[config.mk]
export PLATFORM = sky130hd
export DESIGN_NAME = booth_radix4_mul_seq_flat
export DESIGN_NICKNAME = d
export VERILOG_FILES = /design/src/rtl/booth_radix4_mul_seq_if.sv /design/src/rtl/booth_radix4_mul_seq.sv /design/src/flat_wrapper.sv
export SDC_FILE = /design/constraint.sdc
export NUM_CORES = 1
export LEC_CHECK = 0
export ABC_AREA = 0
export CAP_MARGIN = 10
export CORE_ASPECT_RATIO = 1.2
export CORE_MARGIN = 2
export CORE_UTILIZATION = 59
export CTS_CLUSTER_DIAMETER = 200
export DETAILED_ROUTE_END_ITERATION = 10
export GPL_TIMING_DRIVEN = 1
export PLACE_DENSITY = 0.85
export RECOVER_POWER = 100
export SKIP_CTS_REPAIR_TIMING = 1
export SYNTH_ARGS = -nofsm -noshare
export SYNTH_HDL_FRONTEND = slang
export SYNTH_SLANG_ARGS = --single-unit
[constraint.sdc]
create_clock -name clk -period 5.2 [get_ports clk]
set_clock_uncertainty 0.15 [all_clocks]
set_input_delay 1.3 -clock clk [delete_from_list [all_inputs] [get_ports clk]]
set_output_delay 1.3 -clock clk [all_outputs]
set_load 0.005 [all_outputs]
[src/rtl/booth_radix4_mul_seq_if.sv]
// Start/done handshake bundle for the radix-4 Booth sequential multiplier.
// The ALU sequencer (master) drives the request and operands; the multiplier (slave) returns status and result.
interface booth_radix4_mul_seq_if #(
    parameter int DATA_WIDTH = 8
);
    logic                      enable_in;
    logic [DATA_WIDTH-1:0]     multiplicand;
    logic [DATA_WIDTH-1:0]     multiplier;
    logic                      busy;
    logic                      done;
    logic [2*DATA_WIDTH-1:0]   product;
    logic                      ov_flag;
    logic [2:0]                booth_digit;

    modport master (
        output enable_in, multiplicand, multiplier,
        input  busy, done, product, ov_flag, booth_digit
    );

    modport slave (
        input  enable_in, multiplicand, multiplier,
        output busy, done, product, ov_flag, booth_digit
    );
endinterface

[src/rtl/booth_radix4_mul_seq.sv]
// Sequential unsigned multiplier that consumes one radix-4 Booth digit per clock.
// Defining MUL_OVERFLOW_FLAG_EN builds ov_flag (upper product half nonzero); otherwise ov_flag is tied low.
//
// state | meaning
// IDLE  | waiting for enable_in; operands are captured on the start edge
// CALC  | one Booth digit per cycle, K = DATA_WIDTH/2 + 1 iterations
// DONE  | one-cycle done pulse; enable_in here restarts immediately
module booth_radix4_mul_seq #(
    parameter int DATA_WIDTH = 8
) (
    input  logic                  clk,
    input  logic                  reset_n,
    booth_radix4_mul_seq_if.slave bus
);
    localparam int W     = DATA_WIDTH;
    localparam int K     = W/2 + 1;
    localparam int CNT_W = $clog2(K + 1);

    typedef enum logic [1:0] {
        ST_IDLE = 2'd0,
        ST_CALC = 2'd1,
        ST_DONE = 2'd2
    } state_t;

    state_t                 state_q, state_d;
    logic [CNT_W-1:0]       cnt_q, cnt_d;
    logic signed [W+2:0]    acc_q, acc_d;
    logic [W+1:0]           mreg_q, mreg_d;
    logic                   prev_q, prev_d;
    logic [W-1:0]           mcand_q, mcand_d;
    logic                   busy_q, busy_d;
    logic                   done_q, done_d;
    logic [2*W-1:0]         product_q, product_d;
    logic                   load_result;

    logic [2:0]             digit;
    logic signed [W+2:0]    mag;
    logic signed [W+2:0]    addend;
    logic signed [W+2:0]    sum;
    logic                   start;

    // Booth digit from the two live multiplier bits plus the bit shifted out last iteration.
    always_comb begin
        digit = 3'd0;
        unique case ({mreg_q[1:0], prev_q})
            3'b000, 3'b111: digit = 3'd0;
            3'b001, 3'b010: digit = 3'd1;
            3'b011:         digit = 3'd2;
            3'b100:         digit = 3'b110;
            3'b101, 3'b110: digit = 3'b111;
            default:        digit = 3'd0;
        endcase
    end

    always_comb begin
        mag    = {3'b000, mcand_q};
        addend = '0;
        unique case (digit)
            3'd1:    addend = mag;
            3'd2:    addend = mag <<< 1;
            3'b111:  addend = -mag;
            3'b110:  addend = -(mag <<< 1);
            default: addend = '0;
        endcase
        sum = acc_q + addend;
    end

    always_comb begin
        state_d     = state_q;
        cnt_d       = cnt_q;
        acc_d       = acc_q;
        mreg_d      = mreg_q;
        prev_d      = prev_q;
        mcand_d     = mcand_q;
        busy_d      = busy_q;
        done_d      = 1'b0;
        product_d   = product_q;
        load_result = 1'b0;
        start       = bus.enable_in && (state_q != ST_CALC);

        unique case (state_q)
            ST_IDLE: begin
                busy_d = 1'b0;
            end
            ST_CALC: begin
                acc_d  = {sum[W+2], sum[W+2], sum[W+2:2]};
                mreg_d = {sum[1:0], mreg_q[W+1:2]};
                prev_d = mreg_q[1];
                cnt_d  = cnt_q + 1'b1;
                if (cnt_q == CNT_W'(K-1)) begin
                    state_d     = ST_DONE;
                    busy_d      = 1'b0;
                    done_d      = 1'b1;
                    load_result = 1'b1;
                    // After 2K shifts the low product bits have fully displaced the multiplier.
                    product_d   = {acc_d[W-3:0], mreg_d};
                end
            end
            ST_DONE: begin
                busy_d  = 1'b0;
                state_d = ST_IDLE;
            end
            default: begin
                state_d = ST_IDLE;
                busy_d  = 1'b0;
            end
        endcase

        if (start) begin
            state_d = ST_CALC;
            busy_d  = 1'b1;
            cnt_d   = '0;
            acc_d   = '0;
            mreg_d  = {2'b00, bus.multiplier};
            prev_d  = 1'b0;
            mcand_d = bus.multiplicand;
        end
    end

    always_ff @(posedge clk or negedge reset_n) begin
        if (!reset_n) begin
            state_q   <= ST_IDLE;
            cnt_q     <= '0;
            acc_q     <= '0;
            mreg_q    <= '0;
            prev_q    <= 1'b0;
            mcand_q   <= '0;
            busy_q    <= 1'b0;
            done_q    <= 1'b0;
            product_q <= '0;
        end else begin
            state_q   <= state_d;
            cnt_q     <= cnt_d;
            acc_q     <= acc_d;
            mreg_q    <= mreg_d;
            prev_q    <= prev_d;
            mcand_q   <= mcand_d;
            busy_q    <= busy_d;
            done_q    <= done_d;
            product_q <= product_d;
        end
    end

`ifdef MUL_OVERFLOW_FLAG_EN
    logic ov_q, ov_d;

    always_comb begin
        ov_d = ov_q;
        if (load_result) ov_d = |product_d[2*W-1:W];
    end

    always_ff @(posedge clk or negedge reset_n) begin
        if (!reset_n) ov_q <= 1'b0;
        else          ov_q <= ov_d;
    end

    assign bus.ov_flag = ov_q;
`else
    assign bus.ov_flag = 1'b0;
`endif

    assign bus.busy        = busy_q;
    assign bus.done        = done_q;
    assign bus.product     = product_q;
    assign bus.booth_digit = (state_q == ST_CALC) ? digit : 3'd0;
endmodule

[src/flat_wrapper.sv]
// flat-port wrapper written by rule: the top's interface ports become plain ports
module booth_radix4_mul_seq_flat 
#(
    parameter int DATA_WIDTH = 8
)
  (clk, reset_n, bus_enable_in, bus_multiplicand, bus_multiplier, bus_busy, bus_done, bus_product, bus_ov_flag, bus_booth_digit);
  booth_radix4_mul_seq_if #(.DATA_WIDTH(DATA_WIDTH)) bus_i ();
  input  logic clk;
  input  logic reset_n;
  input wire logic [$bits(bus_i.enable_in)-1:0] bus_enable_in;
  input wire logic [$bits(bus_i.multiplicand)-1:0] bus_multiplicand;
  input wire logic [$bits(bus_i.multiplier)-1:0] bus_multiplier;
  output wire logic [$bits(bus_i.busy)-1:0] bus_busy;
  output wire logic [$bits(bus_i.done)-1:0] bus_done;
  output wire logic [$bits(bus_i.product)-1:0] bus_product;
  output wire logic [$bits(bus_i.ov_flag)-1:0] bus_ov_flag;
  output wire logic [$bits(bus_i.booth_digit)-1:0] bus_booth_digit;
  assign bus_i.enable_in = bus_enable_in;
  assign bus_i.multiplicand = bus_multiplicand;
  assign bus_i.multiplier = bus_multiplier;
  assign bus_busy = bus_i.busy;
  assign bus_done = bus_i.done;
  assign bus_product = bus_i.product;
  assign bus_ov_flag = bus_i.ov_flag;
  assign bus_booth_digit = bus_i.booth_digit;
  booth_radix4_mul_seq #(.DATA_WIDTH(DATA_WIDTH)) u_core (.clk(clk), .reset_n(reset_n), .bus(bus_i));
endmodule
Word-level counts from Yosys, hierarchy flattened
Memory sizes are Yosys's and may differ from the RTL's.
Cells that the tools add are included.
- $mul: 0
- magnitude comparators: 0
- reduce and logical (&&, ||, !) cells: 5
- bitwise gates (word level): 0
- eq/ne operators: 9
- add/subtract/negate cells: 4
- muxes and demuxes: 18
- shifts and indexed selects: 0
- div/mod/pow operators: 0
- operators with widths (cell ; number):
    case mux 11 bit (4 select lines) ; 1
    2-to-1 mux 11 bit ; 2
    2-to-1 mux 10 bit ; 2
    adder 11 bit ; 1
    negation 8 -> 11 bit ; 1
    negation 9 -> 11 bit ; 1
    equality test 3 bit, second input constant ; 3
    2-to-1 mux 3 bit ; 3
    2-to-1 mux 1 bit ; 7
    2-to-1 mux 2 bit ; 2
    != test 2 x 1 -> 1 bit, second input constant ; 2
    case mux 2 bit (2 select lines) ; 1
    AND reduction 2 bit ; 2
    adder 3 x 1 -> 3 bit, second input constant ; 1
    equality test 3 x 1 -> 1 bit, second input constant ; 1
    equality test 3 x 2 -> 1 bit, second input constant ; 1
    != test 3 x 1 -> 1 bit, second input constant ; 1
    equality test 2 x 1 -> 1 bit, second input constant ; 1
    zero test 2 bit ; 1
    nonzero test 2 bit ; 1
    logical AND 1 bit ; 1
- word-level logic and storage cells: 46
- flip-flop bits (word level): 53
- latch bits: 0
- memories: 1
- memory bits (read-only): 24
- RAM bits: 0
- output and inout port bits: 22
- input port bits: 19
- memory list (memory ; depth ; width ; rd ports ; clocked after memory_dff ; write ports ; line ; RTL):
    (name not given) ; 8 ; 3 ; 1 ; 0 ; 0 ; booth_radix4_mul_seq.sv:45 ; unique case ({mreg_q[1:0], prev_q})

Longest topological paths before layout
An unclocked memory read counts as a cell.
- depth after elaboration: 6
- depth in mapped cells: 15
- mapped depth without buffers: 14

Worst setup path before layout
Ideal clock, no wire load.
- path kind: register to register
- start: register u_core.prev_q
- end: register u_core.acc_q[9]
- setup time: 0.121 ns
- arrival: 3.036 ns
- path buffers: 0
- slack: 1.893 ns
- stages on the path, launching flop included: 15
- data required time: 4.929 ns
- clock period less this slack: 3.307 ns
- path through: dfrtp_1 ha_1 ha_1 and2_1 nor2_1 nor2_1 nor2_1 a21oi_1 fa_1 a21o_1 a221oi_2 o31ai_2 xnor2_1 o21bai_1 a22o_1
- word-level cells in the longest chain between the ends: 6
- elaborated cells on any way between the ends: 9
- those cells by class: add/sub: 1; eq/ne: 4; mux: 3; memory: 1
- ends and longest elaborated chain (item ; line ; RTL):
    start: declaration ; booth_radix4_mul_seq.sv:29 ; logic prev_q, prev_d;
    start signal: assignment ; booth_radix4_mul_seq.sv:136 ; prev_q <= prev_d;
    memory (8 x 3 bit) (*) ; n/a ;
    equality test 3 bit (tied with other cells) ; booth_radix4_mul_seq.sv:58 ; unique case (digit)
    case mux 11 bit (4 select lines) (*) ; booth_radix4_mul_seq.sv:58 ;
    adder 11 bit (*) ; booth_radix4_mul_seq.sv:65 ; sum = acc_q + addend;
    2-to-1 mux 11 bit (*) ; booth_radix4_mul_seq.sv:81 ; unique case (state_q)
    2-to-1 mux 11 bit (*) ; booth_radix4_mul_seq.sv:109 ; if (start) begin
    end signal: assignment ; booth_radix4_mul_seq.sv:124 ; acc_q <= '0;
    end signal: assignment ; booth_radix4_mul_seq.sv:134 ; acc_q <= acc_d;
    end: declaration ; booth_radix4_mul_seq.sv:27 ; logic signed [W+2:0] acc_q, acc_d;
Mark *: on every way between the ends. The rest lies on a longest branch, timed or not. The select of a mux whose other input is x is not followed.
A chain may end at the register's enable or synchronous reset.

Worst setup path in the final report
Ends and elaborated chain as after synthesis.

==> summary.txt <==
Status
  • Status: finished, violations left
  • Failing checks: max-capacitance violations, max-slew violations

Synthesis
  • Compound-gate portion of the synthesized area: 0.169
  • Adder-cell share of the synthesized area: 0.0771
  • Yosys top cell area share: 0.423
  • Post-synth EDFFs: 0
  • Dominant synthesized flop cell: dfrtp_1
  • Largest family of logic cells by synthesized area: simple AND/OR/NAND/NOR gates
  • Cell taking the most area after synthesis: dfrtp_1
  • Synth top cells by count: nand2_1, dfrtp_1, o21ai_0
  • Mapped cell area: 0.00302 sq mm
  • Synth Net Count: 361
  • Syn Inst Count: 324
  • Post-synth ARST share: 1.00
  • Count of cell types in the netlist: 49
  • Synth Area in Simple Gates: 0.177
  • Synth Warn #: 0
  • Seq cells post-synth: 51
  • Most frequent cell after synthesis: nand2_1
  • Register area share after synthesis: 0.423
  • Largest cells by area after synthesis: dfrtp_1, nand2_1, ha_1, o21ai_0, mux2i_1
  • Syn avg cell area: 9.32 sq um
  • XOR/XNOR Fraction of Synth Area: 0.0377
  • Post-synthesis mux area share: 0.0700

Setup path
  • Critical Path End Type: flip-flop
  • WP data required: around 5.3 ns
  • Worst Setup Start Kind: flip-flop
  • Crit path kind: reg -> reg
  • Crit path DAT: ~4.2 ns
  • Maximum fanout along the worst path: 27

Clock network
  • H-tree depth: 2
  • CTS Sinks: 51
  • CTS root buf: clkbuf_8
  • Deepest clock path buffer count: 2
  • CTS tree: built
  • Clock latency on the worst-skew pair: 0.30 ns
  • CTS buffer count: 5
  • Worst-path clk slew: around 0.10 ns

Global routing
  • Initial antenna violation count: 0
  • Pin count of the biggest net entering global routing: 52
  • First-pass GRT wire length: 10500 microns
  • Overflow after GRT: 0
  • Vias in the first global route: ~2300
  • GR Util All Layers: 0.227

Place
  • Detail Placement HPWL: 4420 microns
  • Dpl cells: 402
  • Routability Congestion: between 0.8 and 0.9
  • Post-DP Area: 0.00338 sq mm
  • Number of port buffers: 39

STA
  • # setup viols final: 0
  • Total negative slack: 0 ns
  • Worst Max-Slew Pin Slew: 1.89 ns
  • Min Hold Slack: 0.327 ns
  • RSZ-0062 raised after global routing: no
  • Fmax: 240 MHz
  • Final Slew Violations: 37
  • Tmin final: between 4 and 5 ns
  • Worst rel slew slack: -0.259
  • Fin. Hold Viols: 0
  • Tcrit/Tclk final: 0.803

Layout
  • Fin area: 0.00347 sq mm
  • Non-filler cells, final: 411
  • Ant. Diodes: 0
  • Filler cell count: 380
  • Share of cells above drive strength 1: 0.0655
  • Syn-to-layout area delta: 15.0%
  • Fin nets: between 300 and 400

Die
  • Core area: between 0.004 and 0.005 sq mm
  • Boundary Pins: 41
  • Die ar.: ~0.0057 sq mm
  • Width of the die: 69.3 microns
  • Core Rows: 28
  • Die span in y: 82.4 microns
  • Initial cell density of the core: 0.611

Pwr
  • Worst VDD drop: ~470 uV
  • Overall power: approximately 2.5 mW
  • Leakage power: 1.61 nW
  • Pwr dens: 709 mW/mm^2

Drt
  • DRT Wirelength: 6100 microns
  • Post-DR wirelength/cell: about 15 microns
  • 1st-iter DRT viols: 120
  • Routed Antenna Nets: 0
  • Vias after detailed routing: 2353
  • DR vias/cell: ~5.7
  • DRT Pass-1 Iters: 4
  • Remaining DRCs: 0

Run
  • Max-Cap Viols: 1

Worst hold path
  • HP Class: reg -> reg
==> cells by family (layout without fill, tap and decap cells) <==
group	Yosys count	after routing
flip-flops	51	51
multiplexers	20	20
AND/OR/NAND/NOR	112	112
buffers and inverters	30	57
XOR/XNOR	13	13
adder cells (fa/ha/maj)	18	18
other	1	1
AO/OA/AOI/OAI	79	79
==> report_power, final <==
| part | switching, mW | internal, mW |
|---|---|---|
| Clock | 0.135 | 0.109 |
| Sequential | 0.173 | 0.589 |
| Combinational | 0.813 | 0.645 |
==> area by class of cell <==
class / count / area, sq um / area share
clock buffers: 7 / 86.3 / 0.0249
inverters: 8 / 30.0 / 0.00865
well taps: 60 / 75.1 / 0.0216
multi-input cells: 243 / 1600 / 0.461
flip-flops and latches: 51 / 1280 / 0.367
clock inverters: 1 / 8.76 / 0.00252
repair buffers: 41 / 395 / 0.114
==> metrics by stage <==
| stage | setup slack (ns) | util |
|---|---|---|
| final | 1.03 | 0.703 |
| after global routing | 0.760 | 0.703 |
| after CTS | 1.25 | 0.704 |
| after global placement | 1.43 | 0.685 |
| after detailed placement | 1.28 | 0.685 |
| after floorplan | 1.89 | - |
==> cell usage in the layout, fill, tap and decap left out, types with 4 or more instances in the layout <==
cell type and n:
a211oi_1 6, a21o_1 4, a21oi_1 8, a221oi_1 7, a31oi_1 4, clkbuf_8 6
clkdlybuf4s50_1 17, dfrtp_1 51, dlygate4sd3_1 21, ha_1 17, inv_1 8, mux2_2 9
mux2i_1 11, nand2_1 64, nand3b_1 12, nor2_1 16, o21ai_0 34, xnor2_1 7
xor2_1 6
==> critical path: stages, from the launching register on <==
cell	delay (ns)
dfrtp_1	0.41
ha_1	0.82
nor2_1	0.18
nor2_1	0.16
nor2_1	0.05
nor2_1	0.37
a21oi_1	0.14
fa_1	0.46
a21o_1	0.20
a221oi_1	0.50
o31ai_2	0.13
xnor2_1	0.20
o21bai_1	0.09
a22o_1	0.20
==> registers in the layout, indices dropped and copies added, names as in the netlist <==
signal              count
u_core.cnt_q            3
u_core.bus.product     16
u_core.mcand_q          8
u_core.mreg_q          10
u_core.state_q          2
u_core.bus.done         1
u_core.prev_q           1
u_core.acc_q            9
u_core.bus.busy         1
==> layer usage <==
layer  vias up  wire length (microns)  GRT usage
met5         -                      0          0
met4         0                     97     0.0706
met3         9                    211     0.0352
met2        43                   3110      0.401
met1      1130                   2680      0.291
li1       1171                      -          -
==> final timing paths <==
check | slack [ns] | endpoint | depth (start not counted) | start
hold / removal | 0.33 | u_core.bus.product[8] | 2 | u_core.bus.product[8]
setup / recovery | 1.03 | u_core.acc_q[9] | 13 | u_core.prev_q
min in group asynchronous | 0.90 | u_core.bus.product[11] | 1 | reset_n
max in group asynchronous | 1.78 | u_core.mcand_q[7] | 2 | reset_n
setup reg to reg | 1.03 | u_core.acc_q[9] | 13 | u_core.prev_q
hold reg to reg | 0.33 | u_core.bus.product[8] | 2 | u_core.bus.product[8]
(Power assumes the default switching activity.)
